==> config.mk <==
export PLATFORM = sky130hd
export DESIGN_NAME = yazmac_obegi_param
export DESIGN_NICKNAME = d
export VERILOG_FILES = /design/src/rtl/yazmac_obegi_param.sv
export SDC_FILE = /design/constraint.sdc
export NUM_CORES = 1
export LEC_CHECK = 0
export CORE_MARGIN = 2
export CORE_UTILIZATION = 55
export CTS_BUF_LIST = sky130_fd_sc_hd__clkbuf_8 sky130_fd_sc_hd__clkbuf_16
export DETAILED_ROUTE_END_ITERATION = 10
export PLACE_DENSITY = 0.72
export SLEW_MARGIN = 30
export SYNTH_ARGS = -nofsm -noshare
export SYNTH_HDL_FRONTEND = slang
export SYNTH_SLANG_ARGS = --single-unit
==> constraint.sdc <==
create_clock -name clk -period 6.35 [get_ports clk]
set_clock_uncertainty 0.05 [all_clocks]
set_input_delay 1.27 -clock clk [delete_from_list [all_inputs] [get_ports clk]]
set_output_delay 1.27 -clock clk [all_outputs]
set_load 0.02 [all_outputs]
==> src/rtl/yazmac_obegi_param.sv <==
// Integer register file: NREAD combinational read ports, one write port, hardwired x0,
// optional same-cycle write bypass, and a sequential sweep that zeroes the array.
module yazmac_obegi_param #(
    parameter int XLEN   = 32,
    parameter int NREGS  = 32,
    parameter int NREAD  = 2,
    parameter int BYPASS = 1,
    localparam int AW    = $clog2(NREGS)
) (
    input  logic                    clk,
    input  logic                    rst,
    input  logic                    clr_i,
    input  logic [NREAD*AW-1:0]     rd_adr_i,
    output logic [NREAD*XLEN-1:0]   rd_data_o,
    input  logic                    wr_en_i,
    input  logic [AW-1:0]           wr_adr_i,
    input  logic [XLEN-1:0]         wr_data_i,
    output logic                    ready_o,
    output logic [AW-1:0]           clr_idx_o
);

    typedef enum logic {
        ST_CLEAR = 1'b0,
        ST_IDLE  = 1'b1
    } state_t;

    localparam logic [AW-1:0] IDX_FIRST = AW'(1);
    localparam logic [AW-1:0] IDX_LAST  = AW'(NREGS - 1);

    state_t          state_q;
    logic [AW-1:0]   idx_q;

    // x0 is never stored, so the array starts at index 1.
    logic [XLEN-1:0] reg_q [1:NREGS-1];

    logic            clearing;
    logic            arr_we;
    logic [AW-1:0]   arr_adr;
    logic [XLEN-1:0] arr_wdata;

    assign clearing = (state_q == ST_CLEAR);

    // The sweep and the user write share one array write port; reset blocks both.
    always_comb begin
        arr_we    = 1'b0;
        arr_adr   = wr_adr_i;
        arr_wdata = wr_data_i;
        if (!rst) begin
            if (clearing) begin
                arr_we    = 1'b1;
                arr_adr   = idx_q;
                arr_wdata = '0;
            end else if (wr_en_i && (wr_adr_i != '0)) begin
                arr_we    = 1'b1;
            end
        end
    end

    always_ff @(posedge clk) begin
        if (arr_we) begin
            reg_q[arr_adr] <= arr_wdata;
        end
    end

    always_ff @(posedge clk) begin
        if (rst) begin
            state_q <= ST_CLEAR;
            idx_q   <= IDX_FIRST;
        end else begin
            case (state_q)
                ST_CLEAR: begin
                    if (idx_q == IDX_LAST) begin
                        state_q <= ST_IDLE;
                        idx_q   <= IDX_FIRST;
                    end else begin
                        idx_q   <= idx_q + AW'(1);
                    end
                end
                ST_IDLE: begin
                    if (clr_i) begin
                        state_q <= ST_CLEAR;
                        idx_q   <= IDX_FIRST;
                    end
                end
                default: begin
                    state_q <= ST_CLEAR;
                    idx_q   <= IDX_FIRST;
                end
            endcase
        end
    end

    assign ready_o   = (state_q == ST_IDLE);
    assign clr_idx_o = idx_q;

    genvar gi;
    generate
        for (gi = 0; gi < NREAD; gi++) begin : g_rd
            logic [AW-1:0]   adr;
            logic [XLEN-1:0] data;

            assign adr = rd_adr_i[gi*AW +: AW];

            // Priority: sweep in progress, x0, same-cycle write bypass, stored value.
            always_comb begin
                data = '0;
                if (!clearing && (adr != '0)) begin
                    if ((BYPASS != 0) && wr_en_i && (wr_adr_i == adr)) begin
                        data = wr_data_i;
                    end else begin
                        data = reg_q[adr];
                    end
                end
            end

            assign rd_data_o[gi*XLEN +: XLEN] = data;
        end
    endgenerate

endmodule

* Word-level counts from Yosys, hierarchy flattened
Memory sizes are Yosys's and may differ from the RTL's.
Index checks and enable logic that the tools add are counted.
** Word-level totals
- Bits in writable memories :: 992
- Bits of input ports :: 51
- Flip-flop bits (word level) :: 6
- Output and inout bits :: 70
- Memories :: 1
** Memory list
- reg_q :: depth 31, bits a word 32, rd ports 2, clocked after memory_dff 0, write ports 1, line 34 : logic [XLEN-1:0] reg_q [1:NREGS-1];
** Operators by class
- Add/subtract/negate cells :: 1
- Reduce and logical (&&, ||, !) cells :: 8
- Multiplexer cells :: 19
- Bitwise gates (word level) :: 1
- Eq/ne operators :: 4
** Operator list (number)
- two-way mux 32 bit :: 6
- two-way mux 5 bit :: 4
- nonzero test 5 bit :: 3
- == test 5 bit :: 2
- one-hot mux 5 bit (2 select lines) :: 1
- two-way mux 1 bit :: 7
- adder 5 x 1 -> 5 bit (second input constant) :: 1
- == test 5 bit (second input constant) :: 1
- logical AND 1 bit :: 5
- != test 2 bit (second input constant) :: 1
- one-hot mux 1 bit (2 select lines) :: 1
- inverter 1 bit :: 1

* Logic depth before layout (Yosys ltp)
Gate-level depths: netlist of run 1.
- Depth in word-level cells :: 7
- Mapped depth :: 10

* Worst setup path before layout of run 1
OpenSTA, ideal clock, no wires.
- Path kind :: input to register
- From :: input rst
- To :: memory reg_q[18][0], enable pin
- Buffers on the path :: 3
- Setup time :: 0.421 ns
- Required time :: 5.879 ns
- Cell stages on the path :: 7
- Data arrival time :: 3.837 ns
- Path slack :: 2.042 ns
- Path through :: buf_2 or2_2 clkbuf_1 clkbuf_1 mux2i_1 nand2_1 nor2_1
** On the way
- Word-level cells in the longest chain between the ends :: 3
** Ends and longest elaborated chain
- from (decl) :: line 11 : input logic rst,
- two-way mux 1 bit :: line 48 : if (!rst) begin
- two-way mux 1 bit :: line 60 : if (arr_we) begin
- two-way mux 1 bit (implied by the code) :: line 61 : reg_q[arr_adr] <= arr_wdata;
- to (decl) :: line 34
Several ways; a longest one is shown, not always the timed one.

* Worst setup path after layout of run 1
- From :: input rd_adr_i[5]
- To :: output rd_data_o[35]
** On the way
- Word-level cells in the longest chain between the ends :: 4
** Ends and longest elaborated chain
- from (decl) :: line 13 : input logic [NREAD*AW-1:0] rd_adr_i,
- parallel branches: the longest is 3 deep, another holds memory (31 x 32 bit)
- two-way mux 32 bit * :: line 107 : if (!clearing && (adr != '0)) begin
- to (decl) :: line 14 : output logic [NREAD*XLEN-1:0] rd_data_o,
Mark *: on every way between the ends.

==> flow_summary.yaml, run 1 <==
place:
  place_congestion: 0.9785
  dp_hpwl_um: 95010
  port_buffers: 120
  placed_area_um2: 51020
logic_synthesis:
  ys_seq_area_share_pct: 62.26
  synthFlopType: "edfxtp_1"
  synth_area_per_cell_um2: 16.61
  synth_edf_count: 992
  synth_area_leaders: "edfxtp_1 (62%), mux4_2 (12%), mux2i_1 (11%)"
  synth_area_um2: 48040
  ys.warnings.count: 0
  netlist.top_cell.by_area: "edfxtp_1"
  netlist.area_leader.share_pct: 62.01
  syn_nets: 2945
  synth_cells: 2892
  synth.distinct_cells: 52
  synth_common_cells: "edfxtp_1 (992), mux2i_1 (515), mux4_2 (256)"
  synthMostInstantiatedCell: "edfxtp_1"
  async_flop_share_pct: 0
  synth_seq_cells: 998
pwr:
  power.internal_mw: 10.95
  power_frac_comb_pct: 9.1
  powerDensity_nw_per_um2: 266.2
  p_switching_mw: 3.493
  ir_worst_vdd_mv: 0.2336
  p_sw_share_pct: 24.18
  p_leak_nw: 18.21
  pwr-share-seq_pct: 50.8
  p_clk_share_pct: 40.1
sta:
  fin_tns_setup_ps: 0
  final_max_slew_viol_count: 0
  rsz0062_at_grt: "no"
  final-setup-viol-count: 0
  fmax_mhz: 165.0
  tightest_slew_ps: 1058
  relSlewSlack_pct: 29.26
  period_share_pct: 95.43
  fin_crit_ps: 6060
  finalHoldViolCount: 0
worst_setup_path:
  crit_buf_inv: 3
  crit_path_max_incr_delay_ps: 970
  critPathSlowestCell: "a2111oi_1"
  crit_fanout: 87
  cp_data_arrival_time_ps: 4740
  critical-path-top-delay-family: "compound AO/OA/AOI/OAI gates"
  critical_path_class: "in -> out"
  startpoint_type: "primary input"
  crit_path_end_kind: "primary output"
  crit_chain: "buf_8, buf_12, mux2i_1, a211oi_1, a21oi_1, a2111oi_1, a22o_1, clkdlybuf4s50_1"
  required_ps: 5030
grt:
  track_usage_pct: 35.18
  overflow: 0
  grt_max_degree: 92
  grt_pass1_wl_um: 224900
  grt_pass1_vias: 31600
  antenna_found_initial: 7
floorplan:
  fp.dieArea_um2: 89720
  io-pin-count: 121
  core-area_um2: 86620
  start_util_pct: 55.46
  die_w_um: 299.5
  placementRows: 108
  dieHeight_um: 299.5
outcome:
  status: "finished, final reports clean"
clock_network:
  clock_sinks: 998
  cts_tree: "done"
  cts_setup_buffers: 0
  insertion_delay_ps: 690
  cts-buffers-inserted: 101
  cts-root-buf: "clkbuf_16"
  cts_resized: 0
  path_clk_slew_ps: 60
  ctsHoldBuffers: 0
  cts_buffer_depth: 3
  cts_max_level: 3
routing:
  wire_per_inst_um: 37.43
  drc_errors: 0
  first_iter_violations: 5167
  ant_nets: 0
  wl_um: 159000
  drt_first_pass_iters: 6
  vias: 32130
  vias_per_cell: 7.566
cells_and_area:
  fin_nets: 3062
  area_growth_syn_to_layout_pct: 12.96
  fin_area_um2: 54260
  fillers: 6030
  drive_above_1_share_pct: 20.85
hold_path:
  min_path_type: "reg -> reg"
run:
  maxCapViolCount: 0
placed cells by master (no fill, tap or decap), drive strengths merged, types with 3 or more instances in the layout:
cell type	instances
edfxtp	992
mux2i	515
mux4	256
buf	160
a21oi	133
a22oi	129
clkdlybuf4s50	109
clkbuf	104
nor2	104
o21ai	69
a211oi	65
a221oi	64
o211ai	64
a22o	64
a2111oi	64
clkinv	43
and2	35
inv	35
nand2	14
nand2b	10
nor2b	8
bufinv	6
dfxtp	6
xnor2	4
nand3b	4
nor3	4
diode	3
or3	3
o31ai	3
worst reg2reg max path, stage by stage (launching register included):
cell and delay, ps:
dfxtp_1 810, or2_2 490, mux2i_1 160, nand2b_1 620
nor2_4 920, buf_4 370
flip-flops by register name (all words and copies together), names as in the netlist:
register / cells
reg_q: 992
ready_o: 1
clr_idx_o: 5
path summary, 6_finish.rpt:
| kind | from | slack, ps | cells after the start | end |
|---|---|---|---|---|
| hold / removal | clr_idx_o[2] | 560 | 2 | clr_idx_o[2] |
| hold reg to reg | clr_idx_o[2] | 560 | 2 | clr_idx_o[2] |
| setup / recovery | rd_adr_i[5] | 290 | 8 | rd_data_o[35] |
| setup reg to reg | ready_o | 2620 | 5 | reg_q[23][13] |
cell type report:
cell class | instances | area, µm² | share of cell area (%)
flip-flops and latches | 998 | 29910 | 55.12
multi-input cells | 1632 | 17060 | 31.45
repair buffers | 269 | 2631 | 4.849
clock buffers | 104 | 2580 | 4.755
well taps | 1155 | 1445 | 2.663
clock inverters | 79 | 600.6 | 1.107
inverters | 7 | 26.28 | 0.04842
diodes | 3 | 7.507 | 0.01383
power by group through the flow:
stage	Sequential [mW]	Combinational (mW)	Clock (mW)
after floorplan	7.48	0.791	0
after global placement	7.48	1.24	0
after detailed placement	7.49	1.26	0
after CTS	7.35	1.27	5.78
after global routing	7.35	1.35	6.05
final	7.35	1.31	5.79
cells by family after synthesis:
| family | Yosys count | share of synthesized area [%] |
|---|---|---|
| AND/OR/NAND/NOR | 192 | 1.927 |
| multiplexers | 772 | 22.76 |
| adder cells (fa/ha/maj) | 2 | 0.05209 |
| AO/OA/AOI/OAI | 662 | 9.898 |
| flip-flops | 998 | 62.26 |
| XOR/XNOR | 4 | 0.07292 |
| buffers and inverters | 262 | 3.029 |
metal layers:
metal  track usage [%]  vias to the layer above  wire length (µm)
li1                  -                    12400                 -
met5            0.1587                        -                20
met3             9.111                      570             21640
met4             19.89                        4             10450
met2             52.58                     2820             70760
met1             47.30                    16340             56100
through the flow:
step	hold WS (ps)	worst slack [ps]	total power, mW	util (%)	cells
2_1_floorplan	558.4	2042	8.268	-	2892
3_3_place_gp	502.5	333.9	8.719	58.86	4059
3_5_place_dp	529.5	458.2	8.749	58.90	4060
4_1_cts	545.6	434.4	14.40	62.57	4243
5_1_grt	584.5	221.9	14.74	62.64	4245
6_report	556.2	290.3	14.45	62.65	4247
Note: power is estimated with default switching activity, not from simulation.
==> run 2, diff against run 1 <==
PLACE_DENSITY = 0.75   (was 0.72)
clock period = 5.06 ns   (was 6.35 ns; I/O delays follow)
==> run 2 against run 1 <==
The run now ends with negative setup slack left. Non-clock buffer count rose by 38. Critical path depth increased by 1. Core utilization grew 0.78 points. Power up 24%. Sequential power rose by 25%. Largest cell class unchanged.
==> flow_summary.yaml, run 2 (synthesis gave the netlist of run 1 again) <==
sta:
  setup_slack_ps: -8.418
  final_max_slew_viol_count: 0
  relSlewSlack_pct: 35.14
  tightest_slew_ps: 969.3
  fmax_mhz: 197.3
  fin_crit_ps: 5068
  period_share_pct: 100.2
  rsz0062_at_grt: "no"
  final-setup-viol-count: 1
  finalHoldViolCount: 0
clock_network:
  cts-root-buf: "clkbuf_16"
  cts_buffer_depth: 3
  clock_sinks: 998
  cts_max_level: 3
  path_clk_slew_ps: 60
  ctsHoldBuffers: 0
  cts-buffers-inserted: 98
  cts_setup_buffers: 0
  insertion_delay_ps: 690
  cts_tree: "done"
floorplan:
  start_util_pct: 55.46
  die_w_um: 299.5
  fp.dieArea_um2: 89720
  dieHeight_um: 299.5
  placementRows: 108
  io-pin-count: 121
  core-area_um2: 86620
outcome:
  status: "finished, violations left"
  violations: "negative setup slack"
cells_and_area:
  layout_common_cells: "edfxtp_1 (992), mux2i_1 (515), mux4_2 (256)"
  drive_above_1_share_pct: 21.71
  finish.utilization_pct: 63.42
  largest-register: "reg_q"
  fillers: 5820
  largest_register_ffs: 992
  mostFrequentLayoutCell: "edfxtp_1"
  area_growth_syn_to_layout_pct: 14.36
  fin_nets: 3097
place:
  dp_hpwl_um: 88250
  place_ws_ps: -208.1
  place_congestion: 0.8772
  port_buffers: 120
routing:
  vias: 32410
  ant_nets: 0
  drc_errors: 0
  vias_per_cell: 7.572
  drt_first_pass_iters: 6
  wl_um: 154200
  first_iter_violations: 4852
  wire_per_inst_um: 36.02
grt:
  grt_pass1_wl_um: 220200
  grt_max_degree: 71
  overflow: 0
  track_usage_pct: 34.10
  antenna_found_initial: 3
  grt_pass1_vias: 32260
hold_path:
  min_path_type: "reg -> reg"
worst_setup_path:
  cp_data_arrival_time_ps: 4010
  crit_fanout: 16
  startpoint_type: "primary input"
  crit_path_end_kind: "primary output"
  critical_path_class: "in -> out"
  required_ps: 4000
run:
  maxCapViolCount: 0
pwr:
  ir_worst_vdd_mv: 0.3414
  total_power_mw: 17.93
  p_leak_nw: 18.44
  powerDensity_nw_per_um2: 326.3
## run 2: changes by cell type in the layout (fill, tap and decap cells not counted), moves of 6 or more
cell | previous run | this run
buf_12 | 22 | 61
a2111oi_0 | 59 | 48
a2111oi_1 | 4 | 14
and2_1 | 2 | 8
and2_2 | 33 | 27
## run 2: where the power goes
group	leakage, nW	internal [mW]	switching, mW	total [mW]
Clock	1.56	3.93	3.16	7.08
Combinational	7.75	0.608	1.02	1.62
Sequential	9.12	9.18	0.0393	9.22
Total	18.4	13.7	4.21	17.9
## run 2: worst paths after layout
path,from,endpoint,slack (ps),depth (start not counted)
min,clr_idx_o[3],clr_idx_o[3],570,2
min reg2reg,clr_idx_o[3],clr_idx_o[3],570,2
max reg2reg,ready_o,reg_q[29][20],2140,5
max,rd_adr_i[2],rd_data_o[23],-8,9
## run 2: metal layers
layer | track usage, % | part of all wire, % | routed length, µm
met1 | 45.52 | 35 | 54540
met2 | 51.75 | 46 | 70420
met3 | 9.973 | 14 | 21040
met4 | 16.62 | 5.3 | 8166
met5 | 0 | 0.016 | 25
## run 2: layout make-up
| type | instances | area, µm² | area share, % |
|---|---|---|---|
| Timing Repair Buffer | 307 | 3395 | 6.179 |
| Multi-Input combinational cell | 1632 | 17080 | 31.10 |
| Clock inverter | 75 | 558.0 | 1.016 |
| Inverter | 7 | 26.28 | 0.04783 |
| Tap cell | 1155 | 1445 | 2.631 |
| Antenna cell | 6 | 15.01 | 0.02733 |
| Clock buffer | 100 | 2502 | 4.555 |
| Sequential cell | 998 | 29910 | 54.45 |
## run 2: timing repair
item	CTS	global route
endpoints found under the setup margin	12	9
resized for setup	7	10
hold endpoints to repair	0	0
## run 2: metrics by stage
step	cells	setup TNS [ps]	area [µm²]	hold WS (ps)
floorplan	2892	0	48040	558.4
global placement	4098	-823.3	51760	517.6
detailed placement	4099	-1036	51790	544.5
CTS	4274	0	54870	553.8
global route	4275	0	54920	593.6
finish	4280	-8.418	54940	568.6
## run 2: worst max-delay path: stages
cell	delay, ps
buf_6	110
buf_4	210
and2_2	400
buf_4	300
a22oi_1	300
a21oi_1	150
a2111oi_1	540
a22o_1	290
clkdlybuf4s50_1	660
